## src/rtl/rider_steer_sm.sv

```systemverilog
// Rider-presence and steer-enable sequencer: qualifies held load-cell samples,
// applies weight hysteresis and a level-settle timer before granting steering.
module rider_steer_sm #(
  parameter logic [11:0] MIN_RIDER_WT = 12'h200,
  parameter logic [11:0] WT_HYST      = 12'h040,
  parameter bit          FAST_SIM     = 1'b1
) (
  input  logic        clk,
  input  logic        rst_n,
  input  logic        pwr_up,
  input  logic        ld_vld,
  input  logic [11:0] lft_ld,
  input  logic [11:0] rght_ld,
  output logic        en_steer,
  output logic        rider_off
);

  localparam int unsigned TmrW = FAST_SIM ? 15 : 26;
  localparam logic [TmrW-1:0] TmrOne = TmrW'(1);

  typedef enum logic [1:0] {StIdle, StWait, StSteer} state_e;

  state_e            state_q, state_d;
  logic [11:0]       lft_s_q, rght_s_q;
  logic [TmrW-1:0]   tmr_q, tmr_d;

  logic [12:0] sum;
  logic [11:0] diff;
  logic [12:0] off_thr;
  logic        lvl, tilt, rider_on, rider_gone, tmr_full;

  always_comb begin
    sum        = {1'b0, lft_s_q} + {1'b0, rght_s_q};
    diff       = (lft_s_q >= rght_s_q) ? (lft_s_q - rght_s_q) : (rght_s_q - lft_s_q);
    off_thr    = {1'b0, MIN_RIDER_WT - WT_HYST};
    lvl        = {1'b0, diff} < (sum >> 2);
    tilt       = {1'b0, diff} > (sum - (sum >> 4));
    rider_on   = sum > {1'b0, MIN_RIDER_WT};
    rider_gone = sum < off_thr;
    tmr_full   = &tmr_q;
  end

  always_comb begin
    state_d = state_q;
    if (!pwr_up) begin
      state_d = StIdle;
    end else begin
      unique case (state_q)
        StIdle:  if (rider_on) state_d = StWait;
        StWait: begin
          if (rider_gone)          state_d = StIdle;
          else if (lvl && tmr_full) state_d = StSteer;
        end
        StSteer: begin
          if (rider_gone) state_d = StIdle;
          else if (tilt)  state_d = StWait;
        end
        default: state_d = StIdle;
      endcase
    end
  end

  // Timer only runs while staying in WAIT on a level sample; anything else zeroes it.
  always_comb begin
    tmr_d = '0;
    if (state_q == StWait && state_d == StWait && lvl) begin
      tmr_d = tmr_full ? tmr_q : tmr_q + TmrOne;
    end
  end

  always_ff @(posedge clk) begin
    if (!rst_n) begin
      state_q   <= StIdle;
      lft_s_q   <= '0;
      rght_s_q  <= '0;
      tmr_q     <= '0;
      en_steer  <= 1'b0;
      rider_off <= 1'b1;
    end else begin
      state_q   <= state_d;
      tmr_q     <= tmr_d;
      if (ld_vld) begin
        lft_s_q  <= lft_ld;
        rght_s_q <= rght_ld;
      end
      en_steer  <= (state_d == StSteer);
      rider_off <= (state_d == StIdle);
    end
  end

endmodule

```

## config.mk

```make
export PLATFORM = sky130hd
export DESIGN_NAME = rider_steer_sm
export DESIGN_NICKNAME = d
export VERILOG_FILES = /design/src/rtl/rider_steer_sm.sv
export SDC_FILE = /design/constraint.sdc
export NUM_CORES = 1
export LEC_CHECK = 0
export ABC_AREA = 1
export BUFFER_PORTS_ARGS = -buffer_cell sky130_fd_sc_hd__buf_2
export CAP_MARGIN = 30
export CORE_UTILIZATION = 65
export CTS_CLUSTER_SIZE = 20
export DETAILED_ROUTE_END_ITERATION = 6
export MAX_ROUTING_LAYER = met4
export PLACE_DENSITY = 0.83
export SETUP_SLACK_MARGIN = 0.4
export SYNTH_ARGS = -nofsm -noshare
export SYNTH_HDL_FRONTEND = slang
export SYNTH_SLANG_ARGS = --single-unit
```

## constraint.sdc

```tcl
create_clock -name clk -period 8.7 [get_ports clk]
set_input_delay 1.305 -clock clk [delete_from_list [all_inputs] [get_ports clk]]
set_output_delay 1.305 -clock clk [all_outputs]
set_load 0.005 [all_outputs]
```

==> flow_metrics.tcl, run 1 <==
set metrics [dict create \
    status "finished clean" \
    diodes 0 \
    clock_latency_ns 0.32 \
    drive_gt1_share_pct 15.7 \
    cp_num_buf_inv 3 \
    slew_viol_final 0 \
    postSynthAreaPerCell_um2 6.70 \
    post-cts-setup-buffer-count 0 \
    slowest_stage "ha_1" \
    ioPinCount 30 \
    grt_max_degree 39 \
    synth_compound_area_share_pct 13.5 \
    post_cts_resize_count 0 \
    finalNetCount 878 \
    ys_ff_latch 43 \
    avgRoutedWirePerCell_um 14.2 \
    ys_seq_area_share_pct 16.9 \
    grt_usage_pct 32.8 \
    tightest_slew_ns 0.533 \
    numPortBuffers 29 \
    path_common_cell "nand2_1" \
    synth-edff-count 0 \
    cp.depth 28 \
    synth_top_family_by_area "simple AND/OR/NAND/NOR gates" \
    layout_commonest_cell "nand2_1" \
    hold_path_class "reg2reg" \
    async_flop_share_pct 0 \
    crit_required_ns 8.93 \
    synth_flop_cell "dfxtp_1" \
    synth_area_mm2 0.00510 \
    endpoint_kind "flip-flop" \
    clk_pin_slew_worst_paths_ns 0.10 \
    rsz0062_at_grt "false" \
    final_cell_mix "nand2_1, inv_1, ha_1" \
    arrival_ns 5.68 \
    setup_tns_ns 0 \
    crit_family "simple AND/OR/NAND/NOR gates" \
    drt_iter0_markers 300 \
    cts_tree "yes" \
    ctsHoldBuffers 0 \
    drt-total-wl_um 12500 \
    via_count 4982 \
    hold_path_depth 2 \
    vias_per_cell 5.65 \
    fin_skew_ns 0.0168 \
    dpl.hpwl_um 10200 \
    syn_inst 762 \
    rows 31 \
    die_h_um 90.6 \
    antenna_found_initial 0 \
    synth_mux_area_share_pct 0.392 \
    maxCapViolCount 0 \
    chipWidth_um 90.6 \
    fillers 655 \
    ant_nets 0 \
    root_buffer "clkbuf_8" \
    areaGrowthSynthToFinish_pct 5.57 \
    core_mm2 0.00741 \
    yosys.area_share.xor_xnor_pct 5.49 \
    dieArea_mm2 0.00821 \
    synth.distinct_cells 49 \
    gp_congestion 1.00 \
    synthAdderAreaFrac_pct 17.3 \
    yosys.area_share.simple_pct 34.9 \
    first_pass_iters 5 \
    fin_crit_ns 5.45 \
    syn_nets 858 \
    first_global_vias 4863 \
    critPathMaxStageDelay_ns 0.56 \
    finalHoldViolCount 0 \
    worstSetupPathType "reg2reg" \
    leakage_nw 2.75 \
    peakVddDrop_mv 0.0996 \
    drc 0 \
    slew-limit-headroom_pct 64.1 \
    clkSinkCount 43 \
    post-route-period-util_pct 62.6 \
    cts_buffers 5 \
    max-clock-path-buffers 2 \
    startpoint_type "flip-flop" \
    cp_max_fo 15 \
    r2r_cells 28 \
    start_util_pct 68.9 \
    grt_pass1_wl_um 21300 \
    fmax_mhz 184 \
    overflow 0 \
    p_per_area_mw_per_mm2 179 \
    cts_max_level 2 \
    setup_viol 0 \
    ys_warn_count 0 \
    holdWs_ns 0.503 \
]
==> routing by layer <==
metal	track usage [%]	wire length, µm
met5	-	0
met4	15.1	455
met3	4.21	552
met2	53.8	5870
met1	40.0	5640
==> flip-flops by register name, indices dropped and copies added (netlist names) <==
name and cells:
en_steer 1, lft_s_q 12, state_q 2, rght_s_q 12, tmr_q 15, rider_off 1
==> report_power, final <==
| group | switching (W) | leakage, nW | total, W | internal [W] |
|---|---|---|---|---|
| logic | 0.000368 | 2.34 | 0.000576 | 0.000209 |
| registers | 0.00000722 | 0.353 | 0.000213 | 0.000206 |
| clock network | 0.0000787 | 0.0618 | 0.000173 | 0.0000946 |
| total | 0.000454 | 2.75 | 0.000962 | 0.000509 |
==> worst paths after layout <==
path | from | to | slack (ns)
worst min register to register | rght_s_q[11] | rght_s_q[11] | 0.50
worst max register to register | lft_s_q[5] | tmr_q[14] | 3.25
worst max-delay path | lft_s_q[5] | tmr_q[14] | 3.25
worst min-delay path | rght_s_q[11] | rght_s_q[11] | 0.50
==> stage by stage <==
step	util [%]	worst slack, ns	cell area (µm²)	cells	total power, W
after floorplan	-	4.23	5100	762	0.000660
after global placement	70.6	3.70	5230	872	0.000761
after detailed placement	71.1	3.38	5270	874	0.000779
after CTS	72.7	3.34	5390	882	0.000954
after global routing	72.7	2.76	5390	882	0.00104
final	72.7	3.25	5390	882	0.000962
==> cell families (layout without fill, tap and decap cells) <==
kind of cell / count (synthesis) / after routing
xor+xnor: 32 / 32
simple gates: 361 / 361
fa+ha+maj: 68 / 68
buf+inv: 134 / 155
compound gates: 122 / 122
flops: 43 / 43
mux: 2 / 2
==> worst register-to-register path: cells and delay by family, from the launching register on <==
kind,cells,cell delay (ns)
AOI/OAI and AO/OA,4,1.05
xor gates and xnor gates,1,0.08
adders and majority gates,3,1.23
buffers and inverters,3,0.26
DFF,1,0.37
and+or+nand+nor,17,2.38
==> final cells by class <==
cell class	count	area (µm²)	area share (%)
repair buffers	31	178	3.30
well taps	99	124	2.30
clock buffers	6	82.6	1.53
clock inverters	2	38.8	0.720
multi-input cells	585	3650	67.8
inverters	116	450	8.36
flip-flops and latches	43	861	16.0
==> cell usage after synthesis, types with 5 or more instances <==
| library cell | number | area share (%) |
|---|---|---|
| a21oi_1 | 51 | 5.0 |
| a21oi_2 | 7 | 1.2 |
| buf_6 | 6 | 1.3 |
| clkbuf_1 | 7 | 0.51 |
| dfxtp_1 | 43 | 17 |
| ha_1 | 64 | 16 |
| inv_1 | 98 | 7.2 |
| inv_2 | 11 | 0.81 |
| nand2_1 | 174 | 13 |
| nand2_2 | 25 | 3.1 |
| nand3_1 | 53 | 5.2 |
| nand3_2 | 8 | 1.6 |
| nand4_1 | 14 | 1.7 |
| nor2_1 | 47 | 3.5 |
| nor2_4 | 14 | 3.1 |
| nor4_1 | 5 | 0.61 |
| o21ai_0 | 40 | 3.9 |
| o21bai_1 | 6 | 0.88 |
| xnor2_1 | 10 | 1.7 |
| xor2_1 | 22 | 3.8 |
(Power assumes the default switching activity.)
==> inputs of run 2 (changes only) <==
- ABC_AREA: 1 -> 0
- CORE_UTILIZATION: 65 -> 63
- PLACE_DENSITY: 0.83 -> 0.81
- clock period: 8.7 -> 5.6 ns (I/O delays scaled with it)
==> flow_metrics.tcl, run 2 <==
set metrics [dict create \
    regMostFlops "tmr_q" \
    fin_crit_ns 5.09 \
    overflow 0 \
    finalHoldViolCount 0 \
    crit_family "compound AO/OA/AOI/OAI gates" \
    final_cells 700 \
    ctsHoldBuffers 0 \
    ys_ff_latch 43 \
    drt_iter0_markers 268 \
    peakVddDrop_mv 0.172 \
    via_count 4182 \
    slew_viol_final 0 \
    arrival_ns 5.34 \
    setup_viol 0 \
    cp.depth 23 \
    setup_tns_ns 0 \
    gr-usage-met1_pct 40.8 \
    tightest_slew_ns 0.692 \
    gr-usage-met2_pct 47.9 \
    grt_max_degree 26 \
    synth-edff-count 0 \
    root_buffer "clkbuf_8" \
    reg_top3 "tmr_q x15, lft_s_q x12, rght_s_q x12" \
    critPathMaxStageDelay_ns 0.47 \
    syn_inst 568 \
    ys_warn_count 0 \
    timing.rr.end "state_q[0]" \
    cts_tree "yes" \
    cts_max_level 2 \
    path_common_cell "ha_1" \
    synth_top_area_share_pct 18.3 \
    fin_skew_ns 0.0125 \
    fmax_mhz 197 \
    dpl_cell_area_mm2 0.00493 \
    path_cells "ha_1 > inv_1 > fa_1 > o21ba_1 > a2111o_1 > nand2_1 > xor2_1 > ha_1 > nand2b_4 > a311oi_2 > a211oi_2 > o31ai_2 > nand2_1 > o21ai_2 > a21oi_1 > xnor2_1 > ha_1 > nand3_1 > or2_4 > o221ai_2 > o31ai_2 > o41ai_2 > o211a_1" \
    r2r_cells 23 \
    maxCapViolCount 0 \
    ioPinCount 30 \
    grt.busiest_layer "met2" \
    drt-total-wl_um 11000 \
    finalNetCount 696 \
    final_area_mm2 0.00521 \
    async_flop_share_pct 0 \
    clk_pin_slew_worst_paths_ns 0.10 \
    avgRoutedWirePerCell_um 15.7 \
    chipWidth_um 88.3 \
    vias_per_cell 5.97 \
    post-route-period-util_pct 90.8 \
    postSynthAreaPerCell_um2 8.27 \
    slowest_stage "a2111o_1" \
    cp_num_buf_inv 1 \
    rows 31 \
    leakage_nw 2.26 \
    synthTopCellsByArea "dfxtp_1, ha_1, mux2i_1" \
    place_inst 684 \
    status "finished clean" \
    grt_pass1_wl_um 18100 \
    cp-startpoint "lft_s_q[0]" \
    max-clock-path-buffers 2 \
    holdWs_ns 0.484 \
    worstSetupPathType "reg2reg" \
    synth.distinct_cells 69 \
    numPortBuffers 29 \
    crit_required_ns 5.86 \
    layout_commonest_cell "ha_1" \
    diodes 0 \
    total_power_w 0.00138 \
    first_pass_iters 6 \
    yosys-top-cells-count "ha_1, dfxtp_1, inv_1" \
    grt_usage_pct 30.3 \
    cp_max_fo 4 \
    synth_flop_cell "dfxtp_1" \
    syn_nets 664 \
    yosysTopAreaCell "dfxtp_1" \
    ant_nets 0 \
    rsz0062_at_grt "true" \
    first_global_vias 3858 \
    final_cell_mix "ha_1, inv_1, dfxtp_1" \
    synth_area_mm2 0.00470 \
    dpl.hpwl_um 8670 \
    drc 0 \
    clock_latency_ns 0.31 \
    startpoint_type "flip-flop" \
    clkSinkCount 43 \
    worstSetupEndpoint "state_q[0]" \
    areaGrowthSynthToFinish_pct 10.9 \
    post-synth-top-count-cell "ha_1" \
    die_h_um 88.3 \
    largest_register_ffs 15 \
    antenna_found_initial 0 \
    cts_buffers 5 \
    start_util_pct 65.1 \
    p_per_area_mw_per_mm2 266 \
    ys_seq_area_share_pct 18.3 \
    use_met3_pct 4.85 \
    drive_gt1_share_pct 17.5 \
    core_mm2 0.00721 \
    gp_congestion 0.933 \
    endpoint_kind "flip-flop" \
    r2r_slack_ns 0.51 \
    hold_path_class "reg2reg" \
    r2r-start "lft_s_q[0]" \
    slew-limit-headroom_pct 53.9 \
    dieArea_mm2 0.00780 \
]
-- run 2: cell count changes after synthesis, sizes merged, moves of 8 or more --
cell / delta
nand3: -40
a21o: +13
nor2: -29
a21oi: -21
inv: -68
nand2: -170
nor2b: +35
xnor2: +11
mux2i: +28
o21ai: -26
a211oi: +8
-- run 2: kinds of logic after synthesis --
| logic type | synth area share [%] |
|---|---|
| and+or+nand+nor | 20.8 |
| AOI/OAI and AO/OA | 20.4 |
| adders and majority gates | 18.8 |
| buffers and inverters | 5.73 |
| xor gates and xnor gates | 8.84 |
| DFF | 18.3 |
| muxes | 7.11 |
-- run 2: layout make-up --
| class | instances | area, µm² |
|---|---|---|
| inverters | 46 | 176 |
| clock inverters | 3 | 23.8 |
| multi-input cells | 459 | 3680 |
| fillers | 592 | 2010 |
| well taps | 99 | 124 |
| repair buffers | 45 | 265 |
| clock buffers | 5 | 68.8 |
| flip-flops and latches | 43 | 870 |
-- run 2: worst reg2reg max path: cells and delay by family, from the launching register on --
family                     cells  cell delay (ns)
xor gates and xnor gates       2             0.24
and+or+nand+nor                5             0.69
AOI/OAI and AO/OA             11             2.38
DFF                            1             0.37
adders and majority gates      4             1.28
buffers and inverters          1             0.06
-- run 2: per-layer routing --
metal	share of wire, %	vias to the layer above
met2	46	136
li1	-	2082
met1	47	1949
met3	5.1	15
met4	1.2	0
met5	0	-
-- run 2: stage by stage --
step	worst slack, ns	utilization, %
after floorplan	0.440	-
after detailed placement	0.301	68.3
after global placement	0.524	68.3
final	0.514	72.2
after global routing	0.325	72.2
after CTS	0.408	69.9
-- run 2: worst min path at each step --
stage | start | endpoint | slack, ns | depth (start not counted)
4_1_cts | tmr_q[14] | tmr_q[14] | 0.49 | 2
2_1_floorplan | tmr_q[14] | tmr_q[14] | 0.44 | 2
3_5_place_dp | tmr_q[14] | tmr_q[14] | 0.47 | 2
3_3_place_gp | tmr_q[14] | tmr_q[14] | 0.45 | 2
5_1_grt | tmr_q[14] | tmr_q[14] | 0.52 | 2
6_report | tmr_q[14] | tmr_q[14] | 0.48 | 2
-- run 2: what timing repair did --
item                       in CTS  in global routing
setup endpoints to repair       3                 17
setup buffers                   0                  8
gates resized for setup         5                 25
pin swaps                       1                 13
-- run 2: where the power goes --
group,switching (W),leakage [nW],internal (W),total (W)
logic,0.000470,1.87,0.000368,0.000838
clock network,0.000126,0.0408,0.0000894,0.000215
registers,0.0000134,0.354,0.000318,0.000331
==> inputs of run 3 (changes only) <==
- CORE_MARGIN: default -> 4
==> flow_metrics.tcl, run 3 (same netlist as run 2, synthesis figures left out) <==
set metrics [dict create \
    final_cell_mix "ha_1, inv_1, dfxtp_1" \
    drive_gt1_share_pct 15.4 \
    clkSinkCount 43 \
    cts_buffers 5 \
    finalNetCount 693 \
    hold_path_class "reg2reg" \
    numPortBuffers 29 \
    clockPowerShare_pct 15.1 \
    p_seq_share_pct 24.5 \
    cts_tree "yes" \
    via_count 4188 \
    final_area_mm2 0.00512 \
    setup_tns_ns 0 \
    status "finished clean" \
    ioPinCount 30 \
    startpoint_type "flip-flop" \
    ctsHoldBuffers 0 \
    ant_nets 0 \
    p_per_area_mw_per_mm2 264 \
    root_buffer "clkbuf_8" \
    multi_input_area_mm2 0.00363 \
    setup_ws_ns 0.513 \
    gp_congestion 0.928 \
    drt_iter0_markers 237 \
    p_comb_share_pct 60.4 \
    overflow 0 \
    endpoint_kind "flip-flop" \
    first_pass_iters 5 \
    grt_usage_pct 25.9 \
    die_h_um 94.3 \
    post-place-ws_ns 0.328 \
    p_sw_w 0.000596 \
    fin_skew_ns 0.00375 \
    first_global_vias 3948 \
    tightest_slew_ns 0.725 \
    clk_pin_slew_worst_paths_ns 0.09 \
    seq_area_um2 868 \
    maxCapViolCount 0 \
    max-clock-path-buffers 2 \
    setup_viol 0 \
    swShare_pct 44.0 \
    slew_viol_final 0 \
    hold_path_depth 2 \
    drc 0 \
    finalHoldViolCount 0 \
    dpl.hpwl_um 8840 \
    r2r_cells 23 \
    layout_commonest_cell "ha_1" \
    power_report.internal_total_w 0.000758 \
    areaGrowthSynthToFinish_pct 9.06 \
    drt-total-wl_um 11300 \
    dpl_cell_area_mm2 0.00494 \
    chipWidth_um 94.3 \
    core_mm2 0.00725 \
    crit_required_ns 5.85 \
    worstSetupPathType "reg2reg" \
    fillers 584 \
    peakVddDrop_mv 0.143 \
    r2r_slack_ns 0.51 \
    avgRoutedWirePerCell_um 16.2 \
    rsz0062_at_grt "true" \
    fin_crit_ns 5.09 \
    grt_pass1_wl_um 18200 \
    cts_max_level 2 \
    fmax_mhz 197 \
    rows 31 \
    post-route-period-util_pct 90.8 \
    arrival_ns 5.34 \
    regMostFlops "tmr_q" \
    reg_top3 "tmr_q x15, lft_s_q x12, rght_s_q x12" \
    start_util_pct 64.8 \
    diodes 0 \
    grt_max_degree 26 \
    cp_max_fo 11 \
    leakage_nw 2.24 \
    clock_latency_ns 0.30 \
    dieArea_mm2 0.00890 \
    vias_per_cell 6.01 \
    antenna_found_initial 0 \
    largest_register_ffs 15 \
    slew-limit-headroom_pct 51.0 \
]
-- run 3: metal layers --
layer / global-route usage, % / wire length [µm] / up-vias / part of all wire, %
met5: - / 0 / - / 0
met4: 7.58 / 261 / 0 / 2.3
met3: 3.98 / 554 / 28 / 4.9
met2: 41.2 / 5110 / 126 / 45
met1: 34.2 / 5330 / 1958 / 47
li1: - / - / 2076 / -
-- run 3: final timing paths --
path                 to  startpoint
min reg2reg   tmr_q[14]   tmr_q[14]
max reg2reg  state_q[0]  lft_s_q[2]
min           tmr_q[14]   tmr_q[14]
max          state_q[0]  lft_s_q[2]
-- run 3: worst max-delay path, cell delays in order (launching register included) --
cell	delay, ns
dfxtp_1	0.40
inv_1	0.10
ha_4	0.30
nor2b_1	0.16
a2111o_1	0.44
nand2_1	0.12
xor2_2	0.16
inv_1	0.09
fa_1	0.44
nand2b_1	0.20
a311oi_2	0.27
a211oi_2	0.08
o31ai_2	0.26
nand2_1	0.10
o21ai_2	0.16
a21oi_1	0.11
xnor2_1	0.15
ha_1	0.30
nand3_1	0.11
or2_2	0.34
o221ai_2	0.20
o31ai_2	0.11
o41ai_2	0.29
o211a_1	0.17
-- run 3: through the flow --
step                instances  utilization, %  hold slack (ns)  power [W]
floorplan                 568               -            0.440   0.000931
global placement          685            68.1            0.452    0.00109
detailed placement        685            68.1            0.476    0.00111
CTS                       693            69.4            0.493    0.00132
global route              697            70.6            0.514    0.00146
finish                    697            70.6            0.494    0.00135
-- run 3: layout make-up --
type | count | share of cell area (%)
inverters | 46 | 3.37
clock buffers | 6 | 1.42
clock inverters | 2 | 0.244
flip-flops and latches | 43 | 17.0
multi-input cells | 459 | 70.9
repair buffers | 42 | 4.74
well taps | 99 | 2.42
-- run 3: timing repair --
| item | in CTS | in global routing |
|---|---|---|
| endpoints found under the setup margin | 3 | 16 |
| pin swaps | 0 | 6 |
| resized for setup | 4 | 14 |
| buffers inserted | 0 | 4 |
| hold endpoints to repair | 0 | 0 |
-- run 3: power by group through the flow --
stage | clock (W) | sequential (W) | combinational [W]
6_report | 0.000204 | 0.000332 | 0.000818
5_1_grt | 0.000220 | 0.000334 | 0.000906
4_1_cts | 0.000208 | 0.000331 | 0.000783
3_5_place_dp | 0 | 0.000338 | 0.000774
3_3_place_gp | 0 | 0.000337 | 0.000749
2_1_floorplan | 0 | 0.000335 | 0.000596
